===== src/rtl/gray_step_arbiter_if.sv =====
// Signal bundle between the requesters, the gray_step_arbiter and the
// shared 3-bit gray counter. The arbiter side uses the slave modport.
interface gray_step_arbiter_if #(
  parameter int NREQ  = 4,
  parameter int STEPW = 4
);
  logic [NREQ-1:0]       Req;
  logic [NREQ*STEPW-1:0] Steps;
  logic [NREQ-1:0]       Clr;
  logic [NREQ-1:0]       Gnt;
  logic [NREQ-1:0]       Done;
  logic                  Busy;
  logic                  OvfFlag;
  logic                  CntEn;
  logic                  CntReset;
  logic                  CntOverflow;

  modport master (
    output Req, Steps, Clr, CntOverflow,
    input  Gnt, Done, Busy, OvfFlag, CntEn, CntReset
  );

  modport slave (
    input  Req, Steps, Clr, CntOverflow,
    output Gnt, Done, Busy, OvfFlag, CntEn, CntReset
  );
endinterface


===== src/rtl/gray_step_arbiter.sv =====
// Round-robin arbiter/sequencer sharing one gray counter between NREQ
// requesters. A granted requester gets an optional synchronous clear of
// the counter, then Steps increment cycles, then a one-cycle Done pulse
// carrying the counter's overflow status.
module gray_step_arbiter #(
  parameter int NREQ  = 4,
  parameter int STEPW = 4
) (
  input  logic                Clk,
  input  logic                Reset,
  gray_step_arbiter_if.slave  bus
);

  localparam int IDXW = (NREQ > 1) ? $clog2(NREQ) : 1;

  typedef enum logic [1:0] {
    IDLE  = 2'd0,
    CLEAR = 2'd1,
    STEP  = 2'd2,
    DONE  = 2'd3
  } state_t;

  state_t            state_r;
  logic [IDXW-1:0]   ptr_r;
  logic [IDXW-1:0]   idx_r;
  logic [STEPW-1:0]  rem_r;
  logic [NREQ-1:0]   gnt_r;
  logic [NREQ-1:0]   done_r;
  logic              busy_r;
  logic              cnt_en_r;
  logic              cnt_reset_r;

  logic              found_s;
  logic [IDXW-1:0]   win_s;
  logic [IDXW-1:0]   cand_s;
  logic [STEPW-1:0]  win_steps_s;
  logic              win_clr_s;

  // One-hot vector with bit idx set.
  function automatic logic [NREQ-1:0] onehot(input logic [IDXW-1:0] idx);
    logic [NREQ-1:0] v;
    v = {NREQ{1'b0}};
    v[idx] = 1'b1;
    return v;
  endfunction

  // Round-robin successor of idx, wrapping at NREQ.
  function automatic logic [IDXW-1:0] next_idx(input logic [IDXW-1:0] idx);
    logic [IDXW-1:0] n;
    if (idx == IDXW'(NREQ - 1)) begin
      n = {IDXW{1'b0}};
    end else begin
      n = idx + {{(IDXW-1){1'b0}}, 1'b1};
    end
    return n;
  endfunction

  // Pick the first requester at or above Ptr (wrapping) and fetch its fields.
  always_comb begin
    found_s     = 1'b0;
    win_s       = {IDXW{1'b0}};
    cand_s      = {IDXW{1'b0}};
    win_steps_s = {STEPW{1'b0}};
    win_clr_s   = 1'b0;
    for (int k = 0; k < NREQ; k++) begin
      cand_s = IDXW'((int'(ptr_r) + k) % NREQ);
      if (!found_s && bus.Req[cand_s]) begin
        found_s     = 1'b1;
        win_s       = cand_s;
        win_steps_s = bus.Steps[int'(cand_s)*STEPW +: STEPW];
        win_clr_s   = bus.Clr[cand_s];
      end else begin
        found_s     = found_s;
      end
    end
  end

  // Grant sequencer: all outputs are set on the edge that enters the state
  // they belong to, so every output below is a plain register.
  always_ff @(posedge Clk or negedge Reset) begin
    if (!Reset) begin
      state_r     <= IDLE;
      ptr_r       <= {IDXW{1'b0}};
      idx_r       <= {IDXW{1'b0}};
      rem_r       <= {STEPW{1'b0}};
      gnt_r       <= {NREQ{1'b0}};
      done_r      <= {NREQ{1'b0}};
      busy_r      <= 1'b0;
      cnt_en_r    <= 1'b0;
      cnt_reset_r <= 1'b0;
    end else begin
      case (state_r)
        IDLE: begin
          if (found_s) begin
            idx_r  <= win_s;
            rem_r  <= win_steps_s;
            gnt_r  <= onehot(win_s);
            busy_r <= 1'b1;
            if (win_clr_s) begin
              state_r     <= CLEAR;
              cnt_reset_r <= 1'b1;
            end else if (win_steps_s != {STEPW{1'b0}}) begin
              state_r  <= STEP;
              cnt_en_r <= 1'b1;
            end else begin
              state_r <= DONE;
              done_r  <= onehot(win_s);
            end
          end else begin
            state_r <= IDLE;
          end
        end
        CLEAR: begin
          cnt_reset_r <= 1'b0;
          if (rem_r != {STEPW{1'b0}}) begin
            state_r  <= STEP;
            cnt_en_r <= 1'b1;
          end else begin
            state_r <= DONE;
            done_r  <= onehot(idx_r);
          end
        end
        STEP: begin
          rem_r <= rem_r - {{(STEPW-1){1'b0}}, 1'b1};
          if (rem_r == {{(STEPW-1){1'b0}}, 1'b1}) begin
            state_r  <= DONE;
            cnt_en_r <= 1'b0;
            done_r   <= onehot(idx_r);
          end else begin
            state_r  <= STEP;
          end
        end
        DONE: begin
          state_r <= IDLE;
          done_r  <= {NREQ{1'b0}};
          gnt_r   <= {NREQ{1'b0}};
          busy_r  <= 1'b0;
          ptr_r   <= next_idx(idx_r);
        end
        default: begin
          state_r     <= IDLE;
          gnt_r       <= {NREQ{1'b0}};
          done_r      <= {NREQ{1'b0}};
          busy_r      <= 1'b0;
          cnt_en_r    <= 1'b0;
          cnt_reset_r <= 1'b0;
        end
      endcase
    end
  end

  assign bus.Gnt      = gnt_r;
  assign bus.Done     = done_r;
  assign bus.Busy     = busy_r;
  assign bus.CntEn    = cnt_en_r;
  assign bus.CntReset = cnt_reset_r;
  // The counter's sticky flag already reflects the final increment during
  // the DONE cycle; gating it with Done reports exactly that value.
  assign bus.OvfFlag  = (|done_r) & bus.CntOverflow;

endmodule


===== src/flat_wrapper.sv =====
// flat-port wrapper written by rule: the top's interface ports become plain ports
module gray_step_arbiter_flat 
#(
  parameter int NREQ  = 4,
  parameter int STEPW = 4
)
  (Clk, Reset, bus_Req, bus_Steps, bus_Clr, bus_CntOverflow, bus_Gnt, bus_Done, bus_Busy, bus_OvfFlag, bus_CntEn, bus_CntReset);
  gray_step_arbiter_if #(.NREQ(NREQ), .STEPW(STEPW)) bus_i ();
  input  logic Clk;
  input  logic Reset;
  input wire logic [$bits(bus_i.Req)-1:0] bus_Req;
  input wire logic [$bits(bus_i.Steps)-1:0] bus_Steps;
  input wire logic [$bits(bus_i.Clr)-1:0] bus_Clr;
  input wire logic [$bits(bus_i.CntOverflow)-1:0] bus_CntOverflow;
  output wire logic [$bits(bus_i.Gnt)-1:0] bus_Gnt;
  output wire logic [$bits(bus_i.Done)-1:0] bus_Done;
  output wire logic [$bits(bus_i.Busy)-1:0] bus_Busy;
  output wire logic [$bits(bus_i.OvfFlag)-1:0] bus_OvfFlag;
  output wire logic [$bits(bus_i.CntEn)-1:0] bus_CntEn;
  output wire logic [$bits(bus_i.CntReset)-1:0] bus_CntReset;
  assign bus_i.Req = bus_Req;
  assign bus_i.Steps = bus_Steps;
  assign bus_i.Clr = bus_Clr;
  assign bus_i.CntOverflow = bus_CntOverflow;
  assign bus_Gnt = bus_i.Gnt;
  assign bus_Done = bus_i.Done;
  assign bus_Busy = bus_i.Busy;
  assign bus_OvfFlag = bus_i.OvfFlag;
  assign bus_CntEn = bus_i.CntEn;
  assign bus_CntReset = bus_i.CntReset;
  gray_step_arbiter #(.NREQ(NREQ), .STEPW(STEPW)) u_core (.Clk(Clk), .Reset(Reset), .bus(bus_i));
endmodule

===== config.mk =====
export PLATFORM = sky130hd
export DESIGN_NAME = gray_step_arbiter_flat
export DESIGN_NICKNAME = d
export VERILOG_FILES = /design/src/rtl/gray_step_arbiter_if.sv /design/src/rtl/gray_step_arbiter.sv /design/src/flat_wrapper.sv
export SDC_FILE = /design/constraint.sdc
export NUM_CORES = 1
export LEC_CHECK = 0
export BUFFER_PORTS_ARGS = -buffer_cell sky130_fd_sc_hd__buf_2
export CORE_MARGIN = 3
export CORE_UTILIZATION = 50
export CTS_CLUSTER_SIZE = 25
export DETAILED_ROUTE_END_ITERATION = 6
export PLACE_DENSITY_LB_ADDON = 0.05
export SLEW_MARGIN = 20
export SYNTH_ARGS = -nofsm -noshare
export SYNTH_HDL_FRONTEND = slang
export SYNTH_SLANG_ARGS = --single-unit

===== constraint.sdc =====
create_clock -name Clk -period 3 [get_ports Clk]
set_input_delay 0.45 -clock Clk [delete_from_list [all_inputs] [get_ports Clk]]
set_output_delay 0.45 -clock Clk [all_outputs]
set_load 0.02 [all_outputs]

==> summary.md <==
| Metric | Value |
|---|---|
| Setup bufs post-CTS | `0` |
| CP Depth | `8` |
| Required @ worst endpoint | `~3100 ps` |
| Worst r2r src | `u_core.ptr_r[1]` |
| FF+latch count, synth | `21` |
| Crit-path cells | `buf_4, nand2b_1, nand2b_1, o21ai_2, a222oi_1, o41ai_2, a31oi_2, mux2i_1` |
| Port bufs | `38` |
| WP data arrival | `approximately 2800 ps` |
| Max clock buf depth | `2` |
| Initial antenna violation count | `0` |
| WP buf/inv | `1` |
| P&R area growth vs syn | `13.1%` |
| Period utilization | `0.880` |
| Vias in the first global route | `between 1500 and 2000` |
| Critical R2R Capture | `u_core.bus.Done[0]` |
| Reg clk slew, reported paths | `80 ps` |
| Final total negative setup slack | `0 ps` |
| Clk_skew | `around 4.2 ps` |
| Ys Warns | `0` |
| Clock share of power | `0.079` |
| Routability congestion estimate | `between 0.8 and 0.9` |
| Average size of a mapped cell | `~8.7 um2` |
| # setup viols final | `0` |
| Critical path destination | `u_core.bus.Done[0]` |
| Worst slew pin tran | `~730 ps` |
| P_sw | `roughly 1.2 mW` |
| Clock latency on the worst-skew pair | `~260 ps` |
| Final ANT Viol Nets | `0` |
| # IOs | `39` |
| Status | `finished, final reports clean` |
| Most frequent CP cell | `nand2b_1` |
| Yosys cell types | `53` |
| Die area | `a little over 5000 um2` |
| Slew HR | `0.506` |
| DIE WIDTH | `between 70 and 80 um` |
| Slew Viols, Final | `0` |
| Largest net degree at the start of global routing | `33` |
| Core Region | `a little over 4000 um2` |
| DRT iter0 DRCs | `between 100 and 150` |
| CTS tree | `done` |
| Final nets | `322` |
| Initial Util | `0.530` |
| Startpoint Class | `register` |
| CP startpoint | `u_core.ptr_r[1]` |
| Post-CTS Hold Fix Bufs | `0` |
| Cts bufs inserted | `3` |
| DR vias | `around 2000` |
| First-pass DRT Iterations | `5` |
| CP delay by family, top | `compound AO/OA/AOI/OAI gates` |
| Peak supply drop | `about 0.57 mV` |
| Final wirelength | `5.08 mm` |
| Commonest cells after routing, fill and taps aside | `buf_2 (38), nand2_1 (31), mux2i_1 (25)` |
| Commonest non-fill, non-tap cell in the layout | `buf_2` |
| N_diodes | `0` |
| H-tree depth | `1` |
| Top post-synthesis cells by area | `dfrtp_1 (24%), mux2i_1 (12%), ha_1 (6.4%), nand2_1 (5.4%), mux4_1 (3.6%)` |
| WL/cell | `15.2 um` |
| Net Count, Synth | `~290` |
| Sequential share of the synthesized area | `0.243` |
| Hold Path Class | `in -> async` |
| Vias per cell | `just over 6` |
| Design Power | `approximately 2.4 mW` |
| Yosys top cell area share | `0.243` |
| Residual DRC | `0` |
| Fillers | `about 380` |
| Die H | `roughly 70 um` |
| Fin crit period | `roughly 2600 ps` |
| Seq pwr share | `0.221` |
| Netlist Area Pre-Place | `between 2000 and 2500 um2` |
| R2R depth | `8` |
| Clk Tree Root Cell | `clkbuf_8` |
| CP endpoint kind | `register` |
| Internal | `roughly 1.2 mW` |
| Combinational fraction of design power | `0.700` |
| Leakage power | `approximately 1.2 nW` |
| Post-Syn Instances | `about 250` |
| Total GRT Usage | `0.207` |
| Max frequency | `379 MHz` |
| Fin. Hold Viols | `0` |
| Power Dens Cells | `between 900 and 1000 nW/um2` |
| Final Util | `0.599` |
| TritonCTS Sinks | `21` |
| CP Class | `reg -> reg` |
| R2R Setup Slk | `around 360 ps` |
| RSZ-0062 raised after global routing | `no` |
| First-pass GRT wire length | `approximately 8.7 mm` |
| Yosys top cell by area | `dfrtp_1` |
| Critical path's slowest cell | `dfrtp_1` |
| Max FO, Critical Path | `13` |
| # resized after CTS | `0` |
| Fraction of layout cells with a size suffix above 1 | `0.233` |
| Sw frac | `0.490` |
| Grt total ovfl | `0` |
| Worst path max stage delay | `about 660 ps` |
| HPWL after detailed placement | `approximately 4 mm` |
| Row Count | `23` |
| # Max-Cap Violations | `0` |
final cells by class:
type                            instances  area (um2)  share of cell area
Tap cell                               50        62.6              0.0256
Inverter                               18        67.6              0.0276
Timing Repair Buffer                   44         248               0.101
Sequential cell                        21         526               0.215
Multi-Input combinational cell        196        1500               0.612
Clock buffer                            3        41.3              0.0169
Clock inverter                          1        5.00             0.00204
worst register-to-register path, delay by kind of cell, from the launching register on:
kind	cells	cell delay (ps)
AOI/OAI and AO/OA	4	1190
DFF	1	660
buffers and inverters	1	260
and+or+nand+nor	2	240
muxes	1	160
cells by family after synthesis:
logic type      count (synthesis)  synth area share
fa+ha+maj                      11            0.0636
buf+inv                        31            0.0682
flops                          21             0.243
mux                            33             0.194
simple gates                   84             0.196
compound gates                 68             0.236
state kept, by name, summed over array words and instances, names as in the netlist:
name	count
u_core.bus.Done	4
u_core.bus.Gnt	4
u_core.rem_r	4
u_core.idx_r	2
u_core.ptr_r	2
u_core.state_r	2
u_core.bus.Busy	1
u_core.bus.CntEn	1
u_core.bus.CntReset	1
Yosys cell counts (all sizes together):
library cell,number
o211ai,1
o41ai,1
mux4,6
nand4,1
dfrtp,21
o221ai,2
and3,3
nor2b,2
buf,9
a21boi,2
ha,11
nand2,31
a211oi,3
o41a,1
a31oi,2
a21o,2
a222oi,5
o2bb2ai,1
nand3,9
a311o,1
o21ai,18
nor4,4
nand2b,4
or3,2
a22oi,4
and2,1
a21oi,12
o221a,3
inv,18
mux2i,25
and2b,1
nor3b,1
clkbuf,4
mux2,2
a32oi,3
a22o,3
nand4b,1
o31ai,1
nor2,17
and3b,1
nor3,6
o22ai,3
per-layer routing:
layer / share of wire / GRT usage / vias to the layer above
met4: 0.0087 / 0.0397 / 0
met2: 0.46 / 0.336 / 51
met5: 0 / 0 / -
met1: 0.48 / 0.293 / 955
met3: 0.048 / 0.0337 / 6
li1: - / - / 999
power groups by stage:
stage                     Sequential [mW]  Clock, mW  Combinational [mW]
after floorplan                     0.557          0                1.28
after global placement              0.530          0                1.66
after CTS                           0.526      0.195                1.67
after detailed placement            0.533          0                1.66
after global routing                0.545      0.202                1.86
final                               0.525      0.187                1.66
per-stage QoR:
stage                     hold slack (ps)  cell area [um2]  cells  setup slack [ps]
after global routing                  164             2450    333               113
final                                 137             2450    333               359
after floorplan                       154             2160    248               724
after global placement                443             2400    329               318
after CTS                             157             2450    333               354
after detailed placement              448             2400    329               323
worst min path at each step:
| stage | from | cells after the start | to | slack, ps |
|---|---|---|---|---|
| 2_1_floorplan | Reset | 0 | u_core.bus.Busy | 150 |
| 3_3_place_gp | Reset | 1 | u_core.bus.CntEn | 440 |
| 3_5_place_dp | Reset | 1 | u_core.bus.CntEn | 450 |
| 4_1_cts | Reset | 1 | u_core.bus.Done[1] | 160 |
| 5_1_grt | Reset | 1 | u_core.idx_r[0] | 160 |
| 6_report | Reset | 1 | u_core.bus.CntEn | 140 |
No activity file was read; power rests on OpenSTA's default activity.
